### config.mk
export PLATFORM = sky130hd
export DESIGN_NAME = ifetch_unit
export DESIGN_NICKNAME = d
export VERILOG_FILES = /design/src/rtl/ifetch_unit.sv
export SDC_FILE = /design/constraint.sdc
export NUM_CORES = 1
export LEC_CHECK = 0
export ABC_AREA = 1
export CAP_MARGIN = 20
export CORE_ASPECT_RATIO = 1.2
export CORE_MARGIN = 3
export CORE_UTILIZATION = 45
export DETAILED_ROUTE_END_ITERATION = 8
export GPL_TIMING_DRIVEN = 0
export PLACE_DENSITY = 0.76
export SLEW_MARGIN = 20
export SYNTH_ARGS = -nofsm -noshare
export SYNTH_HDL_FRONTEND = slang
export SYNTH_SLANG_ARGS = --single-unit
### constraint.sdc
create_clock -name clock -period 4 [get_ports clock]
set_input_delay 0.8 -clock clock [delete_from_list [all_inputs] [get_ports clock]]
set_output_delay 0.8 -clock clock [all_outputs]
set_load 0.02 [all_outputs]
### src/rtl/ifetch_unit.sv
// Instruction-fetch front end: issues single-beat imem reads at current_pc and
// buffers PC-tagged instructions in a small FIFO feeding decode.
module ifetch_unit #(
  parameter int ADDR_W   = 10,
  parameter int DATA_W   = 32,
  parameter int DEPTH    = 2,
  parameter int MAX_WAIT = 15
) (
  input  logic              clock,
  input  logic              reset,
  input  logic [ADDR_W-1:0] current_pc,
  output logic              enable_pc,
  input  logic              do_flush_REG1,
  input  logic              do_hazard,
  output logic              imem_req,
  output logic [ADDR_W-1:0] imem_addr,
  input  logic              imem_ack,
  input  logic [DATA_W-1:0] imem_rdata,
  output logic              inst_valid,
  output logic [DATA_W-1:0] inst,
  output logic [ADDR_W-1:0] inst_pc,
  input  logic              inst_ready,
  output logic              fetch_error
);
  localparam int PTR_W  = (DEPTH > 1) ? $clog2(DEPTH) : 1;
  localparam int CNT_W  = $clog2(DEPTH + 1);
  localparam int WAIT_W = $clog2(MAX_WAIT + 1);

  typedef enum logic [1:0] {IDLE, WAIT, DROP} state_t;

  typedef struct packed {
    logic [DATA_W-1:0] data;
    logic [ADDR_W-1:0] pc;
  } entry_t;

  state_t            state, state_nxt;
  entry_t            mem [DEPTH];
  logic [PTR_W-1:0]  wr_ptr, rd_ptr;
  logic [CNT_W-1:0]  count;
  logic [WAIT_W-1:0] wait_cnt;
  logic              flush_q;
  logic              issue, push, pop, pulse;

  // NOTE: sequential state uses <= so every flop samples pre-edge values.
  always_ff @(posedge clock or negedge reset) begin
    if (!reset) state <= IDLE;
    else        state <= state_nxt;
  end

  always_comb begin
    // NOTE: defaults first so every path assigns every signal and no latch is inferred.
    state_nxt = state;
    issue     = 1'b0;
    push      = 1'b0;
    case (state)
      IDLE: begin
        // count only holds buffered entries here; nothing is outstanding in IDLE
        if (!do_hazard && !do_flush_REG1 && !enable_pc && count < CNT_W'(DEPTH)) begin
          issue     = 1'b1;
          state_nxt = WAIT;
        end
      end
      WAIT: begin
        push = imem_ack && !do_flush_REG1;
        if (imem_ack)           state_nxt = IDLE;
        else if (do_flush_REG1) state_nxt = DROP;
      end
      DROP: begin
        if (imem_ack) state_nxt = IDLE;
      end
      default: state_nxt = IDLE;
    endcase
  end

  assign imem_req   = (state != IDLE);
  assign pop        = inst_valid && inst_ready;
  assign pulse      = push || (do_flush_REG1 && !flush_q);
  assign inst_valid = (count != '0);

  always_ff @(posedge clock or negedge reset) begin
    if (!reset) begin
      enable_pc   <= 1'b0;
      flush_q     <= 1'b0;
      imem_addr   <= '0;
      wait_cnt    <= '0;
      fetch_error <= 1'b0;
    end else begin
      enable_pc <= pulse;
      flush_q   <= do_flush_REG1;
      if (issue) imem_addr <= current_pc;
      if (imem_req && imem_ack) begin
        wait_cnt <= '0;
      end else if (imem_req && wait_cnt != WAIT_W'(MAX_WAIT)) begin
        wait_cnt <= wait_cnt + WAIT_W'(1);
        if (wait_cnt == WAIT_W'(MAX_WAIT - 1)) fetch_error <= 1'b1;
      end
    end
  end

  always_ff @(posedge clock or negedge reset) begin
    if (!reset) begin
      wr_ptr <= '0;
      rd_ptr <= '0;
      count  <= '0;
    end else if (do_flush_REG1) begin
      wr_ptr <= '0;
      rd_ptr <= '0;
      count  <= '0;
    end else begin
      if (push) wr_ptr <= wr_ptr + PTR_W'(1);
      if (pop)  rd_ptr <= rd_ptr + PTR_W'(1);
      case ({push, pop})
        2'b10:   count <= count + CNT_W'(1);
        2'b01:   count <= count - CNT_W'(1);
        default: count <= count;
      endcase
    end
  end

  // NOTE: storage is not reset; the head is gated by inst_valid so stale entries never show.
  always_ff @(posedge clock) begin
    if (push) mem[wr_ptr] <= '{data: imem_rdata, pc: imem_addr};
  end

  assign inst    = inst_valid ? mem[rd_ptr].data : '0;
  assign inst_pc = inst_valid ? mem[rd_ptr].pc   : '0;

endmodule

# Word-level counts from Yosys, hierarchy flattened
# Memory sizes are Yosys's and may differ from the RTL's.
# Cells that the tools add are included.
classes:
  n_shift: 0
  magnitude_cmp: 1
  n_bitwise: 1
  multipliers: 0
  eq_ne: 9
  div: 0
  mux: 20
  n_reduce_logical: 22
  n_addsub: 5
ops:
  columns: ["op", "count"]
  rows:
  - ["$mux 32", 1]
  - ["$mux 10", 1]
  - ["$mux 2", 5]
  - ["$reduce_bool 2->1", 5]
  - ["$mux 1", 9]
  - ["$logic_and 1x1->1", 8]
  - ["$mux 4", 2]
  - ["$pmux 2 s3", 1]
  - ["$reduce_and 3->1", 2]
  - ["$add 4x1->4 const B", 1]
  - ["$eq 2x1->1 const B", 2]
  - ["$eq 2x2->1 const B", 2]
  - ["$eq 4x4->1 const B", 1]
  - ["$logic_not 1->1", 4]
  - ["$ne 2x2->1 const B", 2]
  - ["$ne 4x4->1 const B", 1]
  - ["$pmux 2 s2", 1]
  - ["$ne 3x3->1 const B", 1]
  - ["$reduce_bool 3->1", 1]
  - ["$add 1x1->1 const B", 2]
  - ["$add 2x1->2 const B", 1]
  - ["$logic_not 2->1", 1]
  - ["$lt 2x2->1 const B", 1]
  - ["$sub 2x1->2 const B", 1]
  - ["other kinds (2)", 2]
totals:
  latch_bits: 0
  output_inout_bits: 56
  wordCells: 68
  ram_bits: 84
  reg_bits: 23
  inputBits: 48
  mem_bits_ro: 0
  mem_count: 1
memory_table:
  columns: ["name", "depth", "width", "rd", "rd_ports_with_merged_regs", "write_ports", "line_no", "source"]
  rows:
  - ["mem", 2, 42, 1, 0, 1, "37", "entry_t mem [DEPTH];"]

# Depth between registers and ports, before layout
depth:
  word_depth: 6
  mapped_depth: 8
  depth_no_buf: 8

# Least setup slack after synthesis
# OpenSTA, ideal clock, no wires.
synth_path:
  kind: "input -> register"
  start: "in imem_ack"
  end: "mem mem[0][0] (netlist name), enable pin"
  setup_time_ns: 0.441
  stages: 4
  slack_ns: 0.743
  required_time_ns: 3.559
  arrival_time_ns: 2.816
  n_path_buf: 0
  cell_sequence: "inv_2 > nor2_1 > nand2_2 > nor2_1"
synth_via:
  elab_chain_len: 4
synth_rtl:
  columns: ["element", "line_no", "source"]
  rows:
  - ["from (decl)", "17", "input logic imem_ack,"]
  - ["$logic_and 1x1->1", "64", "push = imem_ack && !do_flush_REG1;"]
  - ["$mux 1", "55", "case (state)"]
  - ["$mux 1", "122", "if (push) mem[wr_ptr] <= '{data: imem_rdata, pc: imem_addr};"]
  - ["$mux 1 (not written as such)", "122", null]
  - ["to (decl)", "37", null]
# Every way passes these cells.

# Worst setup path after layout
layout_path:
  start: "reg rd_ptr"
  end: "out inst[11]"
layout_via:
  elab_chain_len: 2
layout_rtl:
  columns: ["element", "line_no", "source"]
  rows:
  - ["from (decl)", "38", "logic [PTR_W-1:0] wr_ptr, rd_ptr;"]
  - ["from (signal assigned)", "111", "if (pop) rd_ptr <= rd_ptr + PTR_W'(1);"]
  - ["$mem_v2 2x42", null, null]
  - ["$mux 32", "125", "assign inst = inst_valid ? mem[rd_ptr].data : '0;"]
  - ["to (decl)", "20", "output logic [DATA_W-1:0] inst,"]
# Every way passes these cells.

==> results.py <==
metrics = {
    "status": {
        "status": "finished, final reports clean",
    },
    "yosys": {
        "synth_nets": 401,
        "post-synth-top-count-cell": "nand2_1",
        "yosys-top-cells-area": "edfxtp_1 (61%), dfrtp_1 (14%), nand2_1 (10%)",
        "yosysTopAreaCellShare_pct": 60.5,
        "synth-seq-cells": 107,
        "ys_seq_area_share_pct": 74.4,
        "netlist_instances": 351,
        "syn-mean-instance-area_um2": 11.9,
        "synthTopCellsByCount": "nand2_1 (114), edfxtp_1 (84), a21oi_1 (43), dfrtp_1 (23), inv_1 (21)",
        "synth_ff_type": "edfxtp_1",
        "yosys.area.top_type": "edfxtp_1",
        "syn_area_um2": 4170,
        "ys_types": 24,
        "yosys_warnings": 0,
        "synth-async-reset-ratio_pct": 21.5,
        "synth_edf_count": 84,
    },
    "power": {
        "vdd_ir_drop_max_v": 0.000246,
        "p_sw_share_pct": 26.8,
        "p_clk_share_pct": 26.3,
        "p_per_area_nw_per_um2": 410,
        "power_leakage_nw": 2.11,
        "p_switching_w": 0.000616,
        "internal_power_w": 0.00168,
        "p_comb_share_pct": 16.2,
        "power_frac_seq_pct": 57.5,
    },
    "clock_network": {
        "cts_setup_buffers": 0,
        "clkTransAtPathRegs_ps": 110,
        "cts-root-buf": "clkbuf_8",
        "clock_sinks": 107,
        "clk_path_buf_depth": 2,
        "cts_tree": "built",
        "hold_buffers": 0,
        "clk_latency_ps": 350,
        "numCtsBuffers": 9,
        "htree_levels": 3,
        "postCtsResizedCells": 0,
    },
    "grt": {
        "grt_pass1_vias": 2872,
        "antenna_found_initial": 0,
        "grt.total_usage_pct": 16.8,
        "grt_pass1_wl_um": 13800,
        "grt_max_degree": 24,
        "overflow": 0,
    },
    "setup_path": {
        "end_kind": "output pin",
        "cp.arrival_ps": 2260,
        "worstPathMaxFanout": 10,
        "startpoint_type": "flop",
        "crit_required_ps": 3200,
        "crit_type": "reg -> out",
    },
    "drt": {
        "firstDrtPassIters": 5,
        "antenna_left": 0,
        "vias": 2899,
        "drc": 0,
        "vias_per_cell": 4.92,
        "wl_per_cell_um": 14.4,
        "wirelength_um": 8500,
        "drt-initial-drc-count": 131,
    },
    "sta": {
        "timing.fmax_mhz": 327,
        "drv_slew": 0,
        "timing.hold.ws_ps": 405,
        "relSlewSlack_pct": 53.7,
        "setup_viol": 0,
        "tightest_slew_ps": 693,
        "skew_ps": 11.6,
        "period_share_pct": 76.4,
        "timing.final.ws_setup_ps": 945,
        "fin_crit_ps": 3060,
        "setup_tns_ps": 0,
        "hold_violations": 0,
        "rsz0062_at_grt": "no",
    },
    "floorplanning": {
        "dieArea_um2": 10500,
        "die_w_um": 93.8,
        "rows": 37,
        "coreArea_um2": 8800,
        "start_util_pct": 47.4,
        "die_h_um": 111,
        "ioPinCount": 104,
    },
    "layout": {
        "drive_above_1_share_pct": 7.20,
        "fin_area_um2": 5590,
        "fin_util_pct": 63.5,
        "diodes": 0,
        "area_growth_pct": 34.1,
        "final_nets": 517,
    },
    "placement": {
        "io_buffers": 103,
        "place.gp.congestion": 0.783,
        "dpl_cell_area_um2": 5410,
        "pre_cts_ws_ps": 1080,
        "place_hpwl_um": 5880,
    },
    "worst_hold_path": {
        "holdCritPathClass": "in -> async",
    },
    "job": {
        "drv_cap": 0,
    },
}
-- critical path, stage by stage, from the launching register on --
cell,delay [ps]
dfrtp_1,320
buf_2,190
clkbuf_1,430
nand2_1,110
a21oi_1,220
clkdlybuf4s50_1,640
-- metal layers --
layer | global-route usage, % | up-vias | part of all wire [%]
met5 | 0 | - | 0
met4 | 5.20 | 0 | 1.2
met3 | 3.65 | 8 | 5.6
met2 | 27.7 | 87 | 51
met1 | 22.2 | 1382 | 43
li1 | - | 1422 | -
-- registers in the layout, indices dropped and copies added, names as in the netlist --
signal       flops
rd_ptr           1
wr_ptr           1
state            2
enable_pc        1
wait_cnt         4
fetch_error      1
flush_q          1
count            2
mem             84
imem_addr       10
-- cell type report --
cell class | count | area, um^2
fillers | 679 | 3210
flip-flops and latches | 107 | 3100
repair buffers | 105 | 1080
multi-input cells | 205 | 930
well taps | 117 | 146
clock buffers | 9 | 124
inverters | 24 | 90.1
plain buffers | 15 | 63.8
clock inverters | 7 | 56.3
-- layout by cell type (no fill, tap or decap), types with 7 or more instances in the layout --
master           synthesis  layout
buf_2                    6       7
nand2_1                114     114
o21ai_0                 13      13
nor2_1                  13      11
clkbuf_1                 9       9
edfxtp_1                84      84
dfrtp_1                 23      23
clkdlybuf4s50_1          0     102
a21oi_1                 43      43
inv_1                   21      21
clkbuf_8                 0       9
-- power groups by stage --
| stage | combinational (W) | sequential [W] | clock (W) |
|---|---|---|---|
| finish | 0.000372 | 0.00132 | 0.000603 |
| global route | 0.000406 | 0.00133 | 0.000666 |
| CTS | 0.000378 | 0.00132 | 0.000625 |
| detailed placement | 0.000377 | 0.00134 | 0 |
| global placement | 0.000363 | 0.00134 | 0 |
| floorplan | 0.000142 | 0.00136 | 0 |
-- through the flow --
step                      power (W)  std cells
after floorplan             0.00151        351
after global placement      0.00170        571
after detailed placement    0.00172        573
after CTS                   0.00232        589
after global routing        0.00240        589
final                       0.00229        589
-- cells by family after synthesis --
| family | after synthesis | share of synthesized area [%] |
|---|---|---|
| AOI/OAI and AO/OA | 60 | 7.42 |
| xor gates and xnor gates | 1 | 0.210 |
| adders and majority gates | 2 | 0.601 |
| buffers and inverters | 39 | 3.69 |
| DFF | 107 | 74.4 |
| and+or+nand+nor | 142 | 13.7 |
-- final timing paths --
kind | start | endpoint | slack [ps] | cells after the start
max | rd_ptr$_DFFE_PN0P_ | inst[11] | 940 | 5
min | reset | imem_addr[6]$_DFFE_PN0P_ | 400 | 1
max reg2reg | state[0]$_DFFE_PN0P_ | mem[0][36]$_DFFE_PP_ | 2140 | 5
min reg2reg | flush_q$_DFF_PN0_ | enable_pc$_DFF_PN0_ | 450 | 1
max in group asynchronous | reset | state[0]$_DFFE_PN0P_ | 3230 | 1
min in group clock | flush_q$_DFF_PN0_ | enable_pc$_DFF_PN0_ | 450 | 1
Note: power is estimated with default switching activity, not from simulation.
